### config.mk
export PLATFORM = sky130hd
export DESIGN_NAME = return_address_stack
export DESIGN_NICKNAME = d
export VERILOG_FILES = /design/src/rtl/return_address_stack.sv
export SDC_FILE = /design/constraint.sdc
export NUM_CORES = 1
export LEC_CHECK = 0
export BUFFER_PORTS_ARGS = -buffer_cell sky130_fd_sc_hd__buf_2
export CORE_MARGIN = 1
export CORE_UTILIZATION = 36
export DETAILED_ROUTE_END_ITERATION = 7
export SLEW_MARGIN = 0
export SYNTH_ARGS = -nofsm -noshare
export SYNTH_HDL_FRONTEND = slang
export SYNTH_SLANG_ARGS = --single-unit
### constraint.sdc
create_clock -name clock -period 6.6 [get_ports clock]
set_input_delay 0.66 -clock clock [delete_from_list [all_inputs] [get_ports clock]]
set_output_delay 0.66 -clock clock [all_outputs]
set_load 0.01 [all_outputs]
### src/rtl/return_address_stack.sv
// Circular LIFO of link addresses that predicts JR $ra targets for fetch.
// Keeps a one-deep record of the last popped prediction and flags mispredicts when it resolves.
module return_address_stack #(
  parameter int ADDR_WIDTH = 11,
  parameter int DEPTH      = 8,
  parameter int PTR_WIDTH  = $clog2(DEPTH)
) (
  input  logic                  clock,
  input  logic                  reset,
  input  logic                  stall,
  input  logic                  flush,
  input  logic                  push,
  input  logic [ADDR_WIDTH-1:0] push_addr,
  input  logic                  pop,
  input  logic [ADDR_WIDTH-1:0] actual_target,
  input  logic                  resolve,
  output logic [ADDR_WIDTH-1:0] top_addr,
  output logic                  top_valid,
  output logic [PTR_WIDTH:0]    depth_count,
  output logic                  overflow,
  output logic                  mispredict
);

  localparam logic [PTR_WIDTH:0]   FULL_COUNT = (PTR_WIDTH+1)'(DEPTH);
  localparam logic [PTR_WIDTH:0]   COUNT_ONE  = (PTR_WIDTH+1)'(1);
  localparam logic [PTR_WIDTH-1:0] PTR_ONE    = PTR_WIDTH'(1);

  logic [ADDR_WIDTH-1:0] entries [DEPTH];
  logic [PTR_WIDTH-1:0]  ptr;
  logic [PTR_WIDTH-1:0]  ptr_up;
  logic [PTR_WIDTH-1:0]  ptr_down;
  logic [ADDR_WIDTH-1:0] rec_addr;
  logic                  rec_valid;
  logic                  rec_pending;

  logic active;
  logic do_flush;
  logic do_swap;
  logic do_push;
  logic do_pop;
  logic take_pop;
  logic take_resolve;
  logic is_full;
  logic rec_wrong;

  assign top_valid = (depth_count != '0);
  assign top_addr  = top_valid ? entries[ptr] : '0;
  assign ptr_up    = ptr + PTR_ONE;
  assign ptr_down  = ptr - PTR_ONE;
  assign is_full   = (depth_count == FULL_COUNT);

  // A push together with a pop on an empty stack degrades to a plain push.
  always_comb begin
    active       = !stall;
    do_flush     = active && flush;
    do_swap      = active && !flush && push && pop && top_valid;
    do_push      = active && !flush && push && !(pop && top_valid);
    do_pop       = active && !flush && pop && !push && top_valid;
    take_pop     = active && !flush && pop;
    take_resolve = active && !flush && resolve;
    rec_wrong    = !rec_valid || (actual_target != rec_addr);
  end

  always_ff @(posedge clock or negedge reset) begin
    if (!reset) begin
      ptr         <= '0;
      depth_count <= '0;
      overflow    <= 1'b0;
      mispredict  <= 1'b0;
      rec_addr    <= '0;
      rec_valid   <= 1'b0;
      rec_pending <= 1'b0;
      for (int i = 0; i < DEPTH; i++) begin
        entries[i] <= '0;
      end
    end else begin
      overflow   <= do_push && is_full;
      mispredict <= take_resolve && rec_pending && rec_wrong;

      if (do_flush) begin
        ptr         <= '0;
        depth_count <= '0;
      end else if (do_swap) begin
        entries[ptr] <= push_addr;
      end else if (do_push) begin
        ptr             <= ptr_up;
        entries[ptr_up] <= push_addr;
        if (!is_full) begin
          depth_count <= depth_count + COUNT_ONE;
        end
      end else if (do_pop) begin
        ptr         <= ptr_down;
        depth_count <= depth_count - COUNT_ONE;
      end

      // A resolve in the same cycle as a pop already compared the old record above.
      if (do_flush) begin
        rec_pending <= 1'b0;
        rec_valid   <= 1'b0;
      end else if (take_pop) begin
        rec_pending <= 1'b1;
        rec_valid   <= top_valid;
        rec_addr    <= top_addr;
      end else if (take_resolve) begin
        rec_pending <= 1'b0;
        rec_valid   <= 1'b0;
      end
    end
  end

endmodule

==> summary.md, run 1 <==
| Metric | Value |
|---|---|
| Status | complete, no violations |
| Async S/R FF share, synth | 1.00 |
| Fin. max-slew vios | 0 |
| RSZ-0062 raised after global routing | no |
| Critical setup path kind | flop to flop |
| Layout Cells excl Fill | 683 |
| Worst Path Max Fanout | 44 |
| Root buffer cell | clkbuf_16 |
| Tightest Hold Check Type | input pin to async pin |
| Yosys reg bits | 110 |
| Primary FF master, synth | dfrtp_1 |
| Antenna violations before repair | 1 |
| Yosys top cell area share | 0.492 |
| Synth Area per Inst | 12.3 um2 |
| Synth unique cells | 52 |
| Ys Warns | 0 |
| H-tree depth | 3 |
| Leakage | 2.83 nW |
| Layout Nets | 525 |
| DRT Wirelength | 12.9 mm |
| Number of global-route vias before repair | 3,877 |
| # setup viols final | 0 |
| Grt ovf | 0 |
| CTS sink cnt | 110 |
| Max Clock Skew | 7.49 ps |
| Setup crit end kind | flop |
| Final hold violation count | 0 |
| Site row count | 45 |
| Placed Cells | 668 |
| Slew @ Worst Pin | 1140 ps |
| Drt pass-1 iters | 4 |
| Fin crit period | 3750 ps |
| Remaining routing DRC violations | 0 |
| Syn Inst Count | 456 |
| Synth area leaders | dfrtp_1 (49%), mux2_2 (17%), mux4_2 (4.0%) |
| Clock slew at reported path FFs | 70 ps |
| GPL Wtd Cong | 0.805 |
| DPL Wire Length | 8.72 mm |
| Syn-to-layout area delta | 12.4% |
| Most common cell after layout, fill and taps aside | dfrtp_1 |
| Mapped Area | 5590 um2 |
| Arr. time, crit path | 3990 ps |
| Die height | 127 um |
| Buffers added on ports | 46 |
| Core ar. | 15,200 um2 |
| Post-CTS setup buffer count | 0 |
| Final ANT Viol Nets | 0 |
| Diodes inserted | 0 |
| Setup_tns | 0 ps |
| Total Routing Usage GR | 0.171 |
| Die ar. | 16,000 um2 |
| Fmax | 267 MHz |
| MaxCap Viol Count | 0 |
| Worst-Skew Late Latency | 350 ps |
| Largest net degree at the start of global routing | 58 |
| Post-detailed-route wirelength per cell | 18.9 um |
| Slew HR | 0.237 |
| Commonest non-fill, non-tap cells in the layout | dfrtp_1 (110), mux2_2 (85), buf_2 (45) |
| 1st-iter DRT viols | 279 |
| Startpoint types | flop |
| Resized cells post-CTS | 0 |
| Post-synth EDFFs | 0 |
| Via count | 3,834 |
| Hold Buf Count CTS | 0 |
| Leading area contributor after synthesis | dfrtp_1 |
| I/O pin count | 47 |
| Peak supply drop | 0.181 mV |
| Total CTS buffers | 9 |
| Layout cell share with drive strength beyond 1 | 0.370 |
| CTS tree | built |
| PwrDens | 461 nW/um2 |
| First-pass GRT wire length | 21.1 mm |
| Net count after synthesis | 490 |
| Period utilisation layout | 0.568 |
| Starting Density | 0.368 |
| Register area share after synthesis | 0.492 |
| Tot Pwr | 2.90 mW |
| Drt via density | 5.61 |
| Die Span X | 127 um |
| Max Root-Sink Buffers | 2 |
| Crit path required time | 6840 ps |
## state kept, by name (all words and copies together), names as in the netlist
| name | count |
|---|---|
| rec_addr | 11 |
| rec_valid | 1 |
| mispredict | 1 |
| ptr | 3 |
| depth_count | 4 |
| rec_pending | 1 |
| overflow | 1 |
| entries | 88 |
## report_power, final
group          internal (mW)  leakage (nW)  switching [mW]
Combinational          0.586          1.28           0.639
Sequential             0.951          1.41           0.175
Clock                  0.305         0.146           0.242
Total                   1.84          2.83            1.06
## synth_stat cells (all sizes together) (2+ instances only)
cell,instances
and3,6
nor4,3
o21ai,15
and2,2
a31oi,6
mux4,10
o22ai,2
mux2,95
a221oi,2
nand2,21
buf,15
nor2,22
nand4,10
clkbuf,16
nor4b,2
a211oi,4
xor2,2
a21oi,11
nand3b,4
nor3,7
xnor2,13
or3b,2
nor2b,4
a22o,2
nor3b,4
and3b,2
a2111oi,3
nand3,14
a22oi,2
dfrtp,110
a311oi,3
a221o,4
ha,4
inv,10
or3,2
mux2i,11
a21o,2
## layer usage
layer / GRT usage / wire length (um) / vias up
li1: - / - / 1751
met2: 0.275 / 5940 / 101
met5: 0 / 18 / -
met1: 0.232 / 6150 / 1963
met3: 0.0434 / 641 / 17
met4: 0.0441 / 186 / 2
## kinds of logic after synthesis
group	after synthesis	share of synthesized area
and+or+nand+nor	107	0.102
DFF	110	0.492
muxes	116	0.258
buffers and inverters	41	0.0333
adders and majority gates	5	0.0125
xor gates and xnor gates	15	0.0235
AOI/OAI and AO/OA	62	0.0792
## layout make-up
| class | instances | area, um2 |
|---|---|---|
| Fill cell | 1467 | 8910 |
| Timing Repair Buffer | 55 | 300 |
| Clock buffer | 11 | 243 |
| Tap cell | 188 | 235 |
| Inverter | 10 | 37.5 |
| Multi-Input combinational cell | 305 | 2670 |
| Sequential cell | 110 | 2750 |
| Clock inverter | 4 | 52.6 |
## critical path, stage by stage, from the launching register on
cell      delay (ps)
dfrtp_1          320
buf_4            460
inv_1            440
ha_1             520
nor2b_1          300
a31oi_1          150
a311oi_2        1000
mux2_2           430
## final timing paths
path	startpoint	endpoint	slack [ps]	depth (start not counted)
hold / removal	reset	depth_count[1]	350	1
min in group clock	entries[70]	entries[70]	500	1
setup / recovery	ptr[0]	entries[41]	2850	7
max in group asynchronous	reset	entries[20]	5070	2
hold reg to reg	entries[70]	entries[70]	500	1
setup reg to reg	ptr[0]	entries[41]	2850	7
## stage by stage
step           area [um2]  setup WS, ps   util  hold WS [ps]
6_report             6290          2850  0.414           348
5_1_grt              6290          2700  0.414           402
4_1_cts              6290          2880  0.414           374
3_5_place_dp         5990          2910  0.394           488
3_3_place_gp         5990          3000  0.394           482
2_1_floorplan        5590          3860      -           364
Power figures use the tool's default switching activity.
==> inputs of run 2 (changes only) <==
- ABC_AREA: not set -> 1
- clock period: 6.6 -> 3.2 ns (I/O delays scaled with it)
==> run 2 against run 1 <==
Compared with the run above: the flow now finishes with violations (negative hold slack); die area increased by 0.70%; sequential cell count unchanged; worst hold slack got worse by 360 ps; register-to-register slack got worse by 2000 ps; critical endpoint is now top_addr[10]; synthesized cell count increased by 59%.
==> summary.md, run 2 <==
| Metric | Value |
|---|---|
| Die Span X | 127 um |
| Post-detailed-route wirelength per cell | 14.8 um |
| Synth top cells by count | nand2_1 (266), dfrtp_1 (110), o21ai_1 (75) |
| Ys Warns | 0 |
| RR Startpoint | ptr[0] |
| Mapped Area | 5630 um2 |
| Commonest non-fill, non-tap cells in the layout | nand2_1 (266), dfrtp_1 (110), o21ai_1 (75) |
| Total CTS buffers | 9 |
| Yosys reg bits | 110 |
| Sw Pwr | 2.41 mW |
| Setup crit end kind | output pin |
| Antenna violations before repair | 0 |
| Grt ovf | 0 |
| Final hold violation count | 3 |
| Setup ws final | 480 ps |
| Post-synth EDFFs | 0 |
| Sequential share of power | 0.394 |
| Worst R2R End | entries[34] |
| Worst-Skew Late Latency | 360 ps |
| Fin. max-slew vios | 0 |
| RSZ-0062 raised after global routing | no |
| Status | complete, but fails checks |
| Max reg flops | 88 |
| Starting Density | 0.369 |
| Arr. time, crit path | 2400 ps |
| Leading area contributor after synthesis | dfrtp_1 |
| Register area share after synthesis | 0.489 |
| Async S/R FF share, synth | 1.00 |
| Slew HR | 0.541 |
| Drt pass-1 iters | 4 |
| Startpoint types | flop |
| MaxCap Viol Count | 0 |
| Setup_tns | 0 ps |
| Layout cell share with drive strength beyond 1 | 0.144 |
| Max Root-Sink Buffers | 2 |
| CTS tree | built |
| Resized cells post-CTS | 0 |
| Final core occ | 0.419 |
| Flop-to-flop setup slack | 890 ps |
| DRT Wirelength | 14.5 mm |
| Top Metal Used | met4 |
| I/O pin count | 47 |
| Layout Cells excl Fill | 982 |
| Critical setup path kind | flop to output pin |
| Via count | 4,736 |
| Buffers added on ports | 46 |
| Final ANT Viol Nets | 0 |
| Max Clock Skew | 8.66 ps |
| Die height | 127 um |
| Synth area leaders | dfrtp_1 (49%), nand2_1 (18%), o21ai_1 (6.7%) |
| Yosys top cell area share | 0.489 |
| DPL Wire Length | 10.4 mm |
| Failing checks | negative hold slack |
| Diodes inserted | 0 |
| Power Internal | 3.59 mW |
| Clk pwr share | 0.206 |
| Drt via density | 4.82 |
| PwrDens | 939 nW/um2 |
| Leakage | 3.27 nW |
| Slew @ Worst Pin | 685 ps |
| Sw Ratio | 0.402 |
| CTS sink cnt | 110 |
| Syn-to-layout area delta | 13.4% |
| Remaining routing DRC violations | 0 |
| Peak supply drop | 0.403 mV |
| Metal2 WL | 6.55 mm |
| Met1 WL | 7.00 mm |
| Total Routing Usage GR | 0.193 |
| Syn Inst Count | 724 |
| Largest net degree at the start of global routing | 52 |
| Primary FF master, synth | dfrtp_1 |
| First-pass GRT wire length | 23.6 mm |
| Library cell with the highest instance count after synthesis | nand2_1 |
| Crit path required time | 2880 ps |
| Tightest Hold Check Type | input pin to async pin |
| Core ar. | 15,300 um2 |
| Period utilisation layout | 0.850 |
| Most common cell after layout, fill and taps aside | nand2_1 |
| Fmax | 368 MHz |
| H-tree depth | 3 |
| Net count after synthesis | 758 |
| Number of global-route vias before repair | 4,495 |
| Clock slew at reported path FFs | 70 ps |
| 1st-iter DRT viols | 371 |
| Worst Path Max Fanout | 14 |
| Synth unique cells | 40 |
| Combinational power share | 0.400 |
| Fin crit period | 2720 ps |
| GPL Wtd Cong | 0.861 |
| Largest Register | entries |
| Post-CTS setup buffer count | 0 |
| Site row count | 45 |
| Root buffer cell | clkbuf_16 |
| # setup viols final | 0 |
| Synth Area per Inst | 7.78 um2 |
| Worst hold slack | -8.50 ps |
| Placed Cells | 966 |
| Die ar. | 16,200 um2 |
| Worst r2r path cells | 11 |
| # fillers | 1,597 |
| Biggest regs | entries x88, rec_addr x11, depth_count x4 |
| Wire length on met3 | 668 um |
| Hold Buf Count CTS | 0 |
| Layout Nets | 800 |
| Place WS | 910 ps |
[run 2: changes by cell type after synthesis, moves of 11 or more]
cell,previous run,this run
buf_2,5,16
clkbuf_1,16,2
inv_1,8,70
mux2_2,85,0
mux2i_1,11,0
nand2_1,21,266
o21ai_0,15,40
o21ai_1,0,75
o21ai_2,0,12
xnor2_1,13,1
[run 2: logic make-up (layout without fill, tap and decap cells)]
logic type | after synthesis | after routing | synth area share
adders and majority gates | 5 | 5 | 0.0124
and+or+nand+nor | 341 | 341 | 0.254
DFF | 110 | 110 | 0.489
xor gates and xnor gates | 5 | 5 | 0.00777
AOI/OAI and AO/OA | 159 | 159 | 0.156
buffers and inverters | 104 | 151 | 0.0813
[run 2: worst max-delay path by stage]
stage	from	endpoint	slack, ps	depth (start not counted)
2_1_floorplan	ptr[0]	entries[86]	1190	13
3_3_place_gp	ptr[0]	entries[37]	910	11
3_5_place_dp	ptr[0]	entries[37]	910	10
4_1_cts	ptr[1]	top_addr[10]	530	8
5_1_grt	ptr[1]	top_addr[10]	350	8
6_report	ptr[1]	top_addr[10]	480	8
[run 2: area by class of cell]
class                   instances  area, um2  share of cell area
flip-flops and latches        110       2750               0.431
multi-input cells             510       2420               0.379
repair buffers                 57        328              0.0513
inverters                      78        295              0.0462
well taps                     211        264              0.0413
clock buffers                  11        243              0.0380
clock inverters                 5       82.6              0.0129
[run 2: through the flow]
stage	cell area [um2]	total power, mW
4_1_cts	6390	6.04
5_1_grt	6390	6.48
3_5_place_dp	6060	4.79
2_1_floorplan	5630	4.03
6_report	6390	6.00
3_3_place_gp	6060	4.75
[run 2: worst max-delay path: stages (launching register included)]
cell	delay, ps
dfrtp_1	550
inv_1	120
buf_4	210
nor3_2	530
nand2_1	110
nand2_1	90
nor2_1	50
a21oi_1	210
buf_2	170
[run 2: layer usage]
metal / track usage / vias up
met1: 0.269 / 2217
met4: 0.0623 / 0
met3: 0.0352 / 13
li1: - / 2389
met5: 0 / -
met2: 0.302 / 117
[run 2: power groups by stage]
stage          logic, mW  clock network (mW)  registers, mW
2_1_floorplan       1.74                   0           2.28
5_1_grt             2.74                1.31           2.43
3_3_place_gp        2.38                   0           2.37
6_report            2.40                1.23           2.37
4_1_cts             2.42                1.26           2.36
3_5_place_dp        2.41                   0           2.38
==> inputs of run 3 (changes only) <==
- clock period: 3.2 -> 2.45 ns (I/O delays scaled with it)
==> run 3 against run 2 <==
Compared with the run above: the flow now finishes without violations; first-iteration DRC count fell by 9.2%; combinational power rose by 36%; routed wire length fell by 0.71%; critical endpoint is now top_addr[3]; highest routed layer unchanged.
==> summary.md, run 3 (synthesized netlist as in run 2, its figures left out) <==
| Metric | Value |
|---|---|
| Status | complete, no violations |
| Commonest non-fill, non-tap cells in the layout | nand2_1 (265), dfrtp_1 (109), o21ai_1 (75) |
| Clock slew at reported path FFs | 70 ps |
| RSZ-0062 raised after global routing | no |
| Post-CTS setup buffer count | 0 |
| Buffers added on ports | 46 |
| Leakage | 3.27 nW |
| Fmax | 438 MHz |
| Antenna violations before repair | 0 |
| Most common cell after layout, fill and taps aside | nand2_1 |
| Max Root-Sink Buffers | 2 |
| Slew HR | 0.611 |
| Core ar. | 15,300 um2 |
| Total CTS buffers | 9 |
| CTS tree | built |
| Slowest cell delay on critical path | 390 ps |
| Grt ovf | 0 |
| # setup viols final | 0 |
| Die ar. | 16,200 um2 |
| CTS sink cnt | 110 |
| Critical setup path kind | flop to output pin |
| Period utilisation layout | 0.933 |
| Root buffer cell | clkbuf_16 |
| Fin crit period | 2290 ps |
| Die height | 127 um |
| Cell mode on critical path | nor2_1 |
| Total Routing Usage GR | 0.197 |
| Worst Path Max Fanout | 10 |
| Final ANT Viol Nets | 0 |
| Max reg flops | 88 |
| Max Clock Skew | 9.59 ps |
| DRT Wirelength | 14.4 mm |
| Site row count | 45 |
| Crit path required time | 2200 ps |
| Final hold violation count | 0 |
| Layout cell share with drive strength beyond 1 | 0.153 |
| Syn-to-layout area delta | 13.9% |
| MaxCap Viol Count | 0 |
| First-pass GRT wire length | 24.1 mm |
| Number of global-route vias before repair | 4,517 |
| Biggest regs | entries x88, rec_addr x11, depth_count x4 |
| PwrDens | 1190 nW/um2 |
| Multi-input gate area | 2440 um2 |
| Worst hold slack | 110 ps |
| DPL Wire Length | 10.1 mm |
| Startpoint types | flop |
| 1st-iter DRT viols | 337 |
| Largest net degree at the start of global routing | 46 |
| Drt via density | 4.76 |
| Die Span X | 127 um |
| Largest Register | entries |
| Setup_tns | 0 ps |
| # fillers | 1,599 |
| Layout Nets | 809 |
| Diodes inserted | 0 |
| Arr. time, crit path | 2040 ps |
| I/O pin count | 47 |
| Starting Density | 0.369 |
| Cells along the critical path | buf_4 > nor2_1 > nand2_1 > o21ai_0 > nor2_1 > a21oi_1 > buf_2 |
| Peak supply drop | 0.446 mV |
| Post-detailed-route wirelength per cell | 14.5 um |
| Tightest Hold Check Type | input pin to flop |
| Worst-Skew Late Latency | 360 ps |
| Fin. max-slew vios | 0 |
| Slew @ Worst Pin | 584 ps |
| GPL Wtd Cong | 0.850 |
| H-tree depth | 3 |
| Buf+Inv Stages, Crit Path | 2 |
| Setup crit end kind | output pin |
| Drt pass-1 iters | 5 |
| CP top delay family | simple AND/OR/NAND/NOR gates |
| Slowest-stage cell, CP | dfrtp_1 |
| Remaining routing DRC violations | 0 |
| Reg area | 2750 um2 |
| Via count | 4,709 |
| Final core occ | 0.421 |
[run 3: worst min-delay path: stages]
cell     delay, ps
buf_2           90
nand2_1         40
o21ai_1         60
[run 3: layout make-up]
class                           count  share of cell area
Sequential cell                   110               0.429
Clock inverter                      3             0.00370
Multi-Input combinational cell    510               0.380
Timing Repair Buffer               66              0.0639
Tap cell                          211              0.0411
Inverter                           78              0.0464
Clock buffer                       11              0.0363
[run 3: power by group]
group          total, mW  leakage [nW]  internal [mW]  switching [mW]
Clock               1.33         0.118          0.681           0.650
Sequential          3.06          1.38           2.62           0.445
Combinational       3.26          1.77           1.20            2.06
[run 3: repair_timing]
action	in CTS	in global routing
pin swaps	0	0
hold buffers	1	0
endpoints found under the setup margin	1	8
hold endpoints to repair	41	0
gates resized for setup	1	4
[run 3: final timing paths]
path | startpoint | endpoint | slack, ps | cells after the start
max reg2reg | depth_count[3] | depth_count[1] | 370 | 8
min in group asynchronous | reset | depth_count[0] | 440 | 2
min reg2reg | entries[71] | entries[71] | 480 | 2
min | push_addr[1] | entries[78] | 110 | 3
max | ptr[1] | top_addr[3] | 160 | 7
max in group asynchronous | reset | entries[45] | 1260 | 3
[run 3: metrics by stage]
step	cell area (um2)	total power [mW]	setup WS, ps	cells
final	6420	7.66	165	989
after global routing	6420	8.37	9.28	989
after CTS	6410	7.70	78.9	989
after detailed placement	6140	6.34	380	974
after global placement	6140	6.28	405	974
after floorplan	5630	5.26	444	724
[run 3: layer usage]
metal | vias to the layer above | wire length, um | share of wire | GRT usage
met1 | 2152 | 6880 | 0.48 | 0.270
met4 | 0 | 263 | 0.018 | 0.0609
met5 | - | 0 | 0 | 0
met2 | 134 | 6420 | 0.45 | 0.304
met3 | 17 | 828 | 0.058 | 0.0528
li1 | 2406 | - | - | -
